File: src/rtl/mem_arbiter.sv
// rtl/mem_arbiter.sv - I/D cache miss-port arbiter in front of one slow memory port.
// Fixed D-over-I priority by default; define ARB_RR_EN for round-robin tie-breaking.
module mem_arbiter #(
    parameter int ADDR_W = 28,
    parameter int DATA_W = 128
) (
    input  logic              clk,
    input  logic              rst,
    input  logic              I_read,
    input  logic              I_write,
    input  logic [ADDR_W-1:0] I_addr,
    input  logic [DATA_W-1:0] I_wdata,
    output logic [DATA_W-1:0] I_rdata,
    output logic              I_ready,
    input  logic              D_read,
    input  logic              D_write,
    input  logic [ADDR_W-1:0] D_addr,
    input  logic [DATA_W-1:0] D_wdata,
    output logic [DATA_W-1:0] D_rdata,
    output logic              D_ready,
    output logic              mem_read,
    output logic              mem_write,
    output logic [ADDR_W-1:0] mem_addr,
    output logic [DATA_W-1:0] mem_wdata,
    input  logic [DATA_W-1:0] mem_rdata,
    input  logic              mem_ready,
    output logic              busy
);

    typedef enum logic [1:0] {
        IDLE  = 2'd0,
        OWN_I = 2'd1,
        OWN_D = 2'd2,
        REL   = 2'd3
    } state_t;

    state_t state_q, state_d;
    logic   req_i, req_d;

    assign req_i = I_read | I_write;
    assign req_d = D_read | D_write;

    always_ff @(posedge clk) begin
        if (rst) begin
            state_q <= IDLE;
        end else begin
            state_q <= state_d;
        end
    end

`ifdef ARB_RR_EN
    // last_d_q = 1 when D was the most recent owner; reset points at I so the first tie goes to D
    logic last_d_q, last_d_d;

    always_ff @(posedge clk) begin
        if (rst) begin
            last_d_q <= 1'b0;
        end else begin
            last_d_q <= last_d_d;
        end
    end

    always_comb begin
        last_d_d = last_d_q;
        if (state_q == IDLE && state_d == OWN_D) begin
            last_d_d = 1'b1;
        end else if (state_q == IDLE && state_d == OWN_I) begin
            last_d_d = 1'b0;
        end
    end
`endif

    always_comb begin
        state_d = state_q;
        case (state_q)
            IDLE: begin
`ifdef ARB_RR_EN
                if (req_d && req_i) begin
                    state_d = last_d_q ? OWN_I : OWN_D;
                end else if (req_d) begin
                    state_d = OWN_D;
                end else if (req_i) begin
                    state_d = OWN_I;
                end
`else
                if (req_d) begin
                    state_d = OWN_D;
                end else if (req_i) begin
                    state_d = OWN_I;
                end
`endif
            end
            OWN_I, OWN_D: begin
                if (mem_ready) begin
                    state_d = REL;
                end
            end
            REL:     state_d = IDLE;
            default: state_d = IDLE;
        endcase
    end

    // The owner's request is passed straight through; a withdrawn request simply forwards zeros
    always_comb begin
        mem_read  = 1'b0;
        mem_write = 1'b0;
        mem_addr  = '0;
        mem_wdata = '0;
        I_ready   = 1'b0;
        D_ready   = 1'b0;
        case (state_q)
            OWN_I: begin
                mem_read  = I_read;
                mem_write = I_write;
                mem_addr  = I_addr;
                mem_wdata = I_wdata;
                I_ready   = mem_ready;
            end
            OWN_D: begin
                mem_read  = D_read;
                mem_write = D_write;
                mem_addr  = D_addr;
                mem_wdata = D_wdata;
                D_ready   = mem_ready;
            end
            default: begin
                mem_read  = 1'b0;
                mem_write = 1'b0;
            end
        endcase
    end

    assign I_rdata = mem_rdata;
    assign D_rdata = mem_rdata;
    assign busy    = (state_q != IDLE);

endmodule
File: config.mk
export PLATFORM = sky130hd
export DESIGN_NAME = mem_arbiter
export DESIGN_NICKNAME = d
export VERILOG_FILES = /design/src/rtl/mem_arbiter.sv
export SDC_FILE = /design/constraint.sdc
export NUM_CORES = 1
export LEC_CHECK = 0
export BUFFER_PORTS_ARGS = -buffer_cell sky130_fd_sc_hd__buf_4
export CORE_AREA = 2 2 340 342
export DETAILED_ROUTE_END_ITERATION = 12
export DIE_AREA = 0 0 342 344
export PLACE_DENSITY = 0.3
export SLEW_MARGIN = 20
export SYNTH_ARGS = -nofsm -noshare
export SYNTH_HDL_FRONTEND = slang
export SYNTH_SLANG_ARGS = --single-unit
export TNS_END_PERCENT = 5
File: constraint.sdc
create_clock -name clk -period 1.7 [get_ports clk]
set_input_delay 0.34 -clock clk [delete_from_list [all_inputs] [get_ports clk]]
set_output_delay 0.34 -clock clk [all_outputs]
set_load 0.02 [all_outputs]
# Yosys cells after proc, flatten, opt, wreduce, memory -nomap -nowiden
# Cells that the tools add are included.
[classes] bitwise=2 reduce_logical=4 eq_ne=5 muxes=10
[ops] cell="$pmux 128 s2" n=1
[ops] cell="$pmux 28 s2" n=1
[ops] cell="$mux 2" n=3
[ops] cell="$pmux 2 s3" n=1
[ops] cell="$eq 2x2->1 const B" n=2
[ops] cell="$pmux 1 s2" n=2
[ops] cell="$ne 3x3->1 const B" n=1
[ops] cell="$eq 2x1->1 const B" n=1
[ops] cell="$logic_not 2->1" n=1
[ops] cell="$mux 1" n=2
[ops] cell="$ne 2x2->1 const B" n=1
[ops] cell="$or 1x1->1" n=2
[ops] cell="$reduce_and 2->1" n=1
[ops] cell="$reduce_bool 2->1" n=1
[ops] cell="$reduce_or 2->1" n=1
[totals] reg_bits=2 input_bits=447 elab_cells=22 out_inout_bits=417

# Depth between registers and ports, before layout
# Gate-level depths: netlist (run 1).
[logic_depth] ltp_word=4 mapped_depth=7 depth_no_buf=5

# Least setup slack after synthesis (run 1)
# No wires, ideal clock.
[synth_timing] path_type="register -> output" start="register state_q[1]" end="output port mem_wdata[100]" slack_ps=-85 t_arrival_ps=1445 required_ps=1360 path_stages_with_launch=7 n_path_buf=3 cell_sequence="dfxtp_1 inv_1 ha_1 buf_6 buf_2 buf_2 nor2b_1"
[synth_via] elab_chain_len=2 elab_cells_between_ends=3 classes_between="eq/ne: 2; mux: 1"
[synth_rtl] element="start, declared" line_no="37" source="state_t state_q, state_d;"
[synth_rtl] element="start signal, assigned" line_no="47" source="state_q <= state_d;"
[synth_rtl] element="$eq 2x2->1 / $eq 2x1->1 (equally long branches)" line_no="111" source="case (state_q)"
[synth_rtl] element="$pmux 128 s2 (*)" line_no="111"
[synth_rtl] element="end, declared" line_no="24" source="output logic [DATA_W-1:0] mem_wdata,"
# Mark *: on every way between the ends. The rest lies on a longest branch, timed or not.

# Worst setup path in the final report (run 1)
[layout_timing] start="register state_q[1]" end="output port mem_wdata[119]"
# Same word-level chain as after synthesis.

==> impl_metrics.toml, run 1 <==
[status]
outcome = "complete, but fails checks"
failed_checks = "setup timing"

[yosys]
ys.flop_type = "dfxtp_1"
syn_area_sq_um = 5270
yosys_register_bits = 2
yosys-top-cells-area = "buf_4 (37%), a22oi_2 (21%), nor2b_1 (18%), a22oi_1 (9.7%), buf_12 (3.4%)"
syn_inst = 648
synth_fp_nets = 1098
synth_edf_count = 0
synth.yosys.seq_area_share_pct = 0.760
synthArstFlopShare_pct = 0
avgSynthCellArea_sq_um = 8.13
synth_top_area_share_pct = 36.9
ys.warnings.count = 0
synth_most_common_cell = "buf_4"
synth.distinct_cells = 25
yosys-top-cells-count = "buf_4 (259), nor2b_1 (151), a22oi_2 (90), a22oi_1 (68), buf_2 (20)"
synth_top_area_cell = "buf_4"

[floorplan]
start_util_pct = 4.63
fp.dieH_um = 344
chipWidth_um = 342
rows = 124
pin_count = 864
die_area_sq_um = 118000
core_sq_um = 114000

[timing]
finalSetupViolCount = 162
finalHoldViolations = 0
holdWs_ns = 0.292
period_share_pct = 130
worstMarginPinSlew_ns = 0.477
relSlewSlack_pct = 68.2
fin_ws_ns = -0.516
slew_violations = 0
fin_skew_ns = 0.00585
clock.fmax_ghz = 0.451
rsz0062_at_grt = "yes"
period_needed_ns = 2.22

[finish]
regMostFlops = "state_q"
final_area_sq_um = 11100
top_regs = "state_q (2)"
final_util_pct = 9.77
area_growth_pct = 111
largest_reg_flops = 2
drive_gt1_share_pct = 89.5
final_nets = 1394

[worst_hold_path]
min_path_type = "in -> reg"
holdPathStages = 2

[global_routing]
grt_antenna_before_repair = 11
grt_max_degree = 33
grt_pass1_vias = 6054
overflow = 0
track_usage_pct = 6.88
grt_pass1_wl_um = 54300

[setup_path]
cp-start-kind = "register"
crit_arrival_ns = 1.88
cp_cell_sequence = "inv_2 -> ha_4 -> buf_12 -> clkbuf_16 -> a22oi_2 -> nor2b_1 -> buf_4"
worstPathRequired_ns = 1.36
ff2ff_path_depth = 8
cp_slowest_cell = "a22oi_2"
worstPathMaxFanout = 8
cp_slowest_stage_delay_ns = 0.40
crit_type = "reg -> out"
cp-end-kind = "output pin"

[clock_tree]
cts_sinks = 2
hold_buffers = 0
cts.htree.levels = 1
cts_made_buffers = 3
tritoncts = "yes"
clock_latency_ns = 0.23
clockBufferDepth = 2
root_buffer = "clkbuf_16"
clk_transition_reported_paths_ns = 0.03

[placed_design]
place.gp.congestion = 0.792
io_buffer_count = 479
post_dp_cell_area_sq_um = 9240
hpwl_um = 37000

[job]
drv_cap = 0

[detailed_routing]
drc = 0
wl_met1_um = 17700
wl_per_cell_um = 18.1
drtPass1Iterations = 4
wl_met2_um = 21700
vias_per_cell = 2.35
vias = 5786
wl_met3_um = 3760
finalWirelength_um = 44500
ant_nets = 0
drtIter0Drc = 155
top_layer = "met5"

[pwr]
power_density_nw_per_um2 = 1590
p_leak_nw = 4.18
p_total_mw = 17.7
peakVddDrop_mv = 0.940
## path summary, 6_finish.rpt
path                           startpoint                 endpoint  slack (ns)
hold reg to reg   state_q[0]$_SDFFE_PP0P_  state_q[0]$_SDFFE_PP0P_        0.63
setup reg to reg  state_q[0]$_SDFFE_PP0P_  state_q[0]$_SDFFE_PP0P_       -0.08
hold / removal                        rst  state_q[0]$_SDFFE_PP0P_        0.29
setup / recovery  state_q[1]$_SDFFE_PP0P_           mem_wdata[119]       -0.52
## repair_timing
item | 4_1_cts | 5_1_grt
endpoints found under the hold margin | 0 | 0
pin swaps | 4 | 6
setup endpoints to repair | 163 | 163
setup buffers | 15 | 14
cloned | 7 | 6
gates resized for setup | 176 | 107
## cells by family (layout without fill, tap and decap cells)
group | count (synthesis) | in the layout | share of synthesized area, %
buffers and inverters | 314 | 608 | 46.6
and+or+nand+nor | 166 | 166 | 20.1
AOI/OAI and AO/OA | 162 | 162 | 31.7
adders and majority gates | 3 | 3 | 0.713
DFF | 2 | 2 | 0.760
muxes | 1 | 1 | 0.190
other | 0 | 5 | 0
## routing by layer
layer,vias to the layer above,track usage [%]
met4,6,2.13
met3,84,2.03
met1,2638,8.27
met2,489,11.7
li1,2569,-
met5,-,0
## stage by stage
stage                     TNS [ns]  setup slack (ns)  std cells
after floorplan              -7.58           -0.0853        648
after global placement      -49.88            -0.630       2410
after detailed placement    -47.12            -0.596       2410
after CTS                   -69.95            -0.529       2435
after global routing        -77.84            -0.561       2456
final                       -66.60            -0.516       2459
## cell usage in the layout, fill, tap and decap left out, drive strengths merged
master / count
a21oi: 1
mux2i: 1
and2: 2
nor2b: 158
diode: 5
nand3: 1
or2: 1
a22oi: 158
a22o: 1
nand2: 1
buf: 593
dfxtp: 2
nand3b: 1
nor3b: 1
clkbuf: 9
nor2: 1
a31oi: 1
a211oi: 1
bufbuf: 2
ha: 3
inv: 4
## worst max-delay path, delay by kind of cell (launching register included)
family | cells | cell delay [ns]
AOI/OAI and AO/OA | 1 | 0.40
adders and majority gates | 1 | 0.19
buffers and inverters | 4 | 0.58
DFF | 1 | 0.35
and+or+nand+nor | 1 | 0.12
## layout make-up
type | count | area (sq um)
timing repair buffer | 601 | 5510
sequential | 2 | 45.0
inverter | 4 | 17.5
antenna | 5 | 12.5
tap | 1512 | 1890
clock buffer | 3 | 75.1
fill | 13274 | 103000
multi-input combinational | 332 | 3580
## power breakdown
| part | internal [mW] | switching [mW] | leakage, nW |
|---|---|---|---|
| registers | 0.0774 | 0.0312 | 0.0175 |
| clock network | 0.300 | 0.0592 | 0.0370 |
| logic | 8.85 | 8.40 | 4.12 |
| total | 9.22 | 8.49 | 4.18 |
Note: power is estimated with default switching activity, not from simulation.
==> run 2, diff against run 1 <==
Settings changed: MAX_ROUTING_LAYER from default to met4, SETUP_SLACK_MARGIN from default to 0.05.
==> impl_metrics.toml, run 2 (synthesized netlist as in run 1, its figures left out) <==
[timing]
relSlewSlack_pct = 52.3
finalHoldViolations = 0
fin_ws_ns = -0.637
worstMarginPinSlew_ns = 0.716
slew_violations = 0
finalSetupViolCount = 160
period_needed_ns = 2.34
fin_skew_ns = 0.00300
period_share_pct = 137
holdWs_ns = 0.299
clock.fmax_ghz = 0.428
rsz0062_at_grt = "yes"

[floorplan]
chipWidth_um = 342
fp.dieH_um = 344
core_sq_um = 114000
rows = 124
pin_count = 864
start_util_pct = 4.63
die_area_sq_um = 118000

[worst_hold_path]
holdPathStages = 2
min_path_type = "in -> reg"

[setup_path]
cp-end-kind = "output pin"
critical_path_buf_inv_count = 4
ff2ff_path_depth = 6
r2r_setup_slack_ns = 0.30
worstPathMaxFanout = 11
cp_slowest_cell = "a22oi_2"
worstPathRequired_ns = 1.36
crit_arrival_ns = 2.00
cp-start-kind = "register"
cp.depth = 7
cp_cell_sequence = "buf_6 -> ha_4 -> buf_16 -> buf_12 -> a22oi_2 -> nor2b_2 -> buf_6"
cp_slowest_stage_delay_ns = 0.46
crit_type = "reg -> out"
path_common_cell = "buf_6"
cp_top_family = "buffers and inverters"

[pwr]
p_switching_mw = 7.00
power.share.switching_pct = 52.1
p_seq_share_pct = 0.7
intPower_mw = 6.44
combPwrFrac_pct = 96.7
peakVddDrop_mv = 1.60
power_density_nw_per_um2 = 1370
p_leak_nw = 3.56
pwr-share-clk_pct = 2.6

[detailed_routing]
vias_per_cell = 2.28
wl_per_cell_um = 18.0
drtIter0Drc = 116
vias = 5483
drc = 0
drtPass1Iterations = 4
finalWirelength_um = 43300
ant_nets = 0

[global_routing]
grt_max_degree = 85
grt_pass1_vias = 6010
track_usage_pct = 6.99
overflow = 0
grt_pass1_wl_um = 54000
grt_antenna_before_repair = 10

[status]
failed_checks = "setup timing"
outcome = "complete, but fails checks"

[finish]
drive_gt1_share_pct = 85.9
top_regs = "state_q (2)"
regMostFlops = "state_q"
largest_reg_flops = 2
final_nets = 1334
area_growth_pct = 86.2
mostFrequentLayoutCells = "buf_4 (464), a22oi_2 (103), nor2b_2 (100), nor2b_1 (57), a22oi_1 (55)"
final_area_sq_um = 9810
final_common_cell = "buf_4"

[clock_tree]
hold_buffers = 0
tritoncts = "yes"
cts_made_buffers = 3
cts_sinks = 2
cts.htree.levels = 1
root_buffer = "clkbuf_16"
clk_transition_reported_paths_ns = 0.03
clockBufferDepth = 2
clock_latency_ns = 0.22

[placed_design]
hpwl_um = 37000
post_dp_cell_area_sq_um = 9030
place.gp.congestion = 0.807
place_ws_ns = -0.528
io_buffer_count = 479

[job]
drv_cap = 0
run 2: changes by cell type in the layout (fill, tap and decap cells not counted), sizes merged:
cell and delta:
clkbuf -4, diode +3, bufbuf -2, buf -54
run 2: through the flow:
step           power, mW  utilization (%)  instances  setup TNS, ns
6_report            13.4             8.61       2402         -72.50
5_1_grt             14.4             8.60       2399         -85.27
4_1_cts             13.3             8.36       2386         -77.82
3_5_place_dp        11.9             7.93       2372         -34.60
3_3_place_gp        11.8             7.93       2372         -39.33
2_1_floorplan       7.79                -        648              0
run 2: worst paths after layout:
kind	startpoint	to
worst max register to register	state_q[0]$_SDFFE_PP0P_	state_q[1]$_SDFFE_PP0P_
worst min register to register	state_q[0]$_SDFFE_PP0P_	state_q[0]$_SDFFE_PP0P_
worst min-delay path	rst	state_q[0]$_SDFFE_PP0P_
worst max-delay path	state_q[1]$_SDFFE_PP0P_	mem_wdata[55]
run 2: final cells by class:
cell class / count / area, sq um
multi-input combinational: 332 / 3120
timing repair buffer: 541 / 4640
tap: 1512 / 1890
inverter: 4 / 15.0
sequential: 2 / 42.5
clock buffer: 3 / 75.1
antenna: 8 / 20.0
fill: 13373 / 104000
run 2: power groups by stage:
| stage | sequential, mW | clock [mW] | combinational, mW |
|---|---|---|---|
| after floorplan | 0.0807 | 0 | 7.71 |
| after global placement | 0.0881 | 0 | 11.8 |
| after CTS | 0.0948 | 0.364 | 12.9 |
| after global routing | 0.0971 | 0.369 | 13.9 |
| after detailed placement | 0.0832 | 0 | 11.8 |
| final | 0.0937 | 0.355 | 13.0 |
run 2: what timing repair did:
| action | CTS | global route |
|---|---|---|
| gates resized for setup | 64 | 42 |
| cloned | 3 | 2 |
| buffers inserted | 8 | 6 |
| endpoints found under the setup margin | 160 | 160 |
| pin swaps | 6 | 5 |
run 2: per-layer routing:
layer	vias up	wire length, um	global-route usage [%]
met5	-	0	-
met3	107	4840	3.06
li1	2456	-	-
met2	507	19900	11.3
met4	0	1720	2.53
met1	2413	16800	7.60
==> run 3, diff against run 2 <==
--- a/config.mk
+++ b/config.mk
@@ -8,4 +8,5 @@
 export BUFFER_PORTS_ARGS = -buffer_cell sky130_fd_sc_hd__buf_4
 export CORE_AREA = 2 2 340 342
+export CTS_CLUSTER_DIAMETER = 30
 export DETAILED_ROUTE_END_ITERATION = 12
 export DIE_AREA = 0 0 342 344
==> constraint.sdc (replaced) <==
create_clock -name clk -period 1.7 [get_ports clk]
set_input_delay 0.34 -clock clk [delete_from_list [all_inputs] [get_ports clk]]
set_output_delay 0.34 -clock clk [all_outputs]
set_load 0.05 [all_outputs]
==> impl_metrics.toml, run 3 (synthesized netlist as in run 1, its figures left out) <==
[status]
failed_checks = "setup timing"
outcome = "complete, but fails checks"

[finish]
top_regs = "state_q (2)"
final_area_sq_um = 10800
final_util_pct = 9.49
area_growth_pct = 105
drive_gt1_share_pct = 94.7
final_nets = 1351
final_common_cell = "buf_4"
fin_cells = 2418
largest_reg_flops = 2
mostFrequentLayoutCells = "buf_4 (380), nor2b_2 (141), buf_6 (132), a22oi_2 (121), a22oi_1 (37)"
regMostFlops = "state_q"

[global_routing]
overflow = 0
grt_pass1_wl_um = 53700
track_usage_pct = 6.92
grt_pass1_vias = 6148
grt_max_degree = 52
grt_antenna_before_repair = 7

[pwr]
p_total_mw = 17.5
p_leak_nw = 3.85
peakVddDrop_mv = 0.766
p_switching_mw = 9.62
combPwrFrac_pct = 97.5
power_density_nw_per_um2 = 1620
pwr-share-clk_pct = 2.0
intPower_mw = 7.88
p_seq_share_pct = 0.5
power.share.switching_pct = 55.0

[setup_path]
crit_arrival_ns = 1.85
cp_slowest_cell = "dfxtp_2"
worstPathMaxFanout = 6
cp-start-kind = "register"
crit_type = "reg -> out"
cp_slowest_stage_delay_ns = 0.32
cp_cell_sequence = "buf_6 -> ha_4 -> buf_12 -> bufbuf_16 -> buf_4 -> a22oi_2 -> nor2b_4 -> buf_4"
cp-end-kind = "output pin"
path_common_cell = "buf_4"
worstPathRequired_ns = 1.36

[detailed_routing]
wl_met1_um = 16100
vias_per_cell = 2.28
finalWirelength_um = 42600
top_layer = "met4"
vias = 5519
drc = 0
wl_met3_um = 4050
drtIter0Drc = 96
ant_nets = 0
wl_met2_um = 21600
drtPass1Iterations = 4
wl_per_cell_um = 17.6

[clock_tree]
clock_latency_ns = 0.22
clockBufferDepth = 2
root_buffer = "clkbuf_16"
cts_sinks = 2
cts_made_buffers = 3
tritoncts = "yes"
cts.htree.levels = 1
clk_transition_reported_paths_ns = 0.03

[timing]
period_needed_ns = 2.19
rsz0062_at_grt = "yes"
relSlewSlack_pct = 68.6
timing.setup.tns_ns = -57.81
worstMarginPinSlew_ns = 0.472
fin_skew_ns = 0.00204
clock.fmax_ghz = 0.457
finalSetupViolCount = 160
period_share_pct = 129
fin_ws_ns = -0.487
holdWs_ns = 0.280
finalHoldViolations = 0
slew_violations = 0

[placed_design]
dpl.cell_count = 2386
place.gp.congestion = 0.820
io_buffer_count = 479
hpwl_um = 36700
post_dp_cell_area_sq_um = 9370
place_ws_ns = -0.513

[floorplan]
start_util_pct = 4.63
chipWidth_um = 342
rows = 124
pin_count = 864
fp.dieH_um = 344
die_area_sq_um = 118000
core_sq_um = 114000

[job]
drv_cap = 0

[worst_hold_path]
min_path_type = "in -> reg"
-- run 3: changes by cell type in the layout (fill, tap and decap cells not counted), sizes merged --
| cell | before | now |
|---|---|---|
| buf | 539 | 556 |
| clkbuf | 5 | 4 |
| bufbuf | 0 | 1 |
| diode | 8 | 7 |
-- run 3: worst paths after layout --
| check | from | endpoint | slack (ns) | cells after the start |
|---|---|---|---|---|
| max reg2reg | state_q[1]$_SDFFE_PP0P_ | state_q[1]$_SDFFE_PP0P_ | 0.14 | 6 |
| max | state_q[1]$_SDFFE_PP0P_ | mem_wdata[104] | -0.49 | 8 |
| min reg2reg | state_q[0]$_SDFFE_PP0P_ | state_q[0]$_SDFFE_PP0P_ | 0.62 | 3 |
| min | rst | state_q[0]$_SDFFE_PP0P_ | 0.28 | 2 |
-- run 3: cell type report --
cell class                 instances  area, sq um
fill                           13249       103000
tap                             1512         1890
timing repair buffer             558         5330
antenna                            7         17.5
inverter                           4         15.0
clock buffer                       3         75.1
multi-input combinational        332         3430
sequential                         2         42.5
-- run 3: repair_timing --
item	CTS	global route
pin swaps	13	7
gates resized for setup	203	27
buffers inserted	13	1
endpoints found under the setup margin	161	161
gates cloned	8	1
hold buffers	0	0
-- run 3: power by group through the flow --
stage	clock (mW)	sequential (mW)	combinational, mW
2_1_floorplan	0	0.0847	11.2
3_3_place_gp	0	0.0928	14.8
3_5_place_dp	0	0.0908	15.0
4_1_cts	0.356	0.0921	17.5
5_1_grt	0.362	0.0939	18.2
6_report	0.350	0.0912	17.1
-- run 3: routing by layer --
layer	track usage, %	vias to the layer above
li1	-	2488
met1	7.48	2472
met2	12.3	463
met3	2.21	96
met4	1.46	0
met5	-	-
-- run 3: critical path: cells and delay by family, from the launching register on --
kind | cells | cell delay, ns
AO/OA/AOI/OAI | 1 | 0.16
adder cells (fa/ha/maj) | 1 | 0.18
AND/OR/NAND/NOR | 1 | 0.05
flip-flops | 1 | 0.32
buffers and inverters | 5 | 0.88
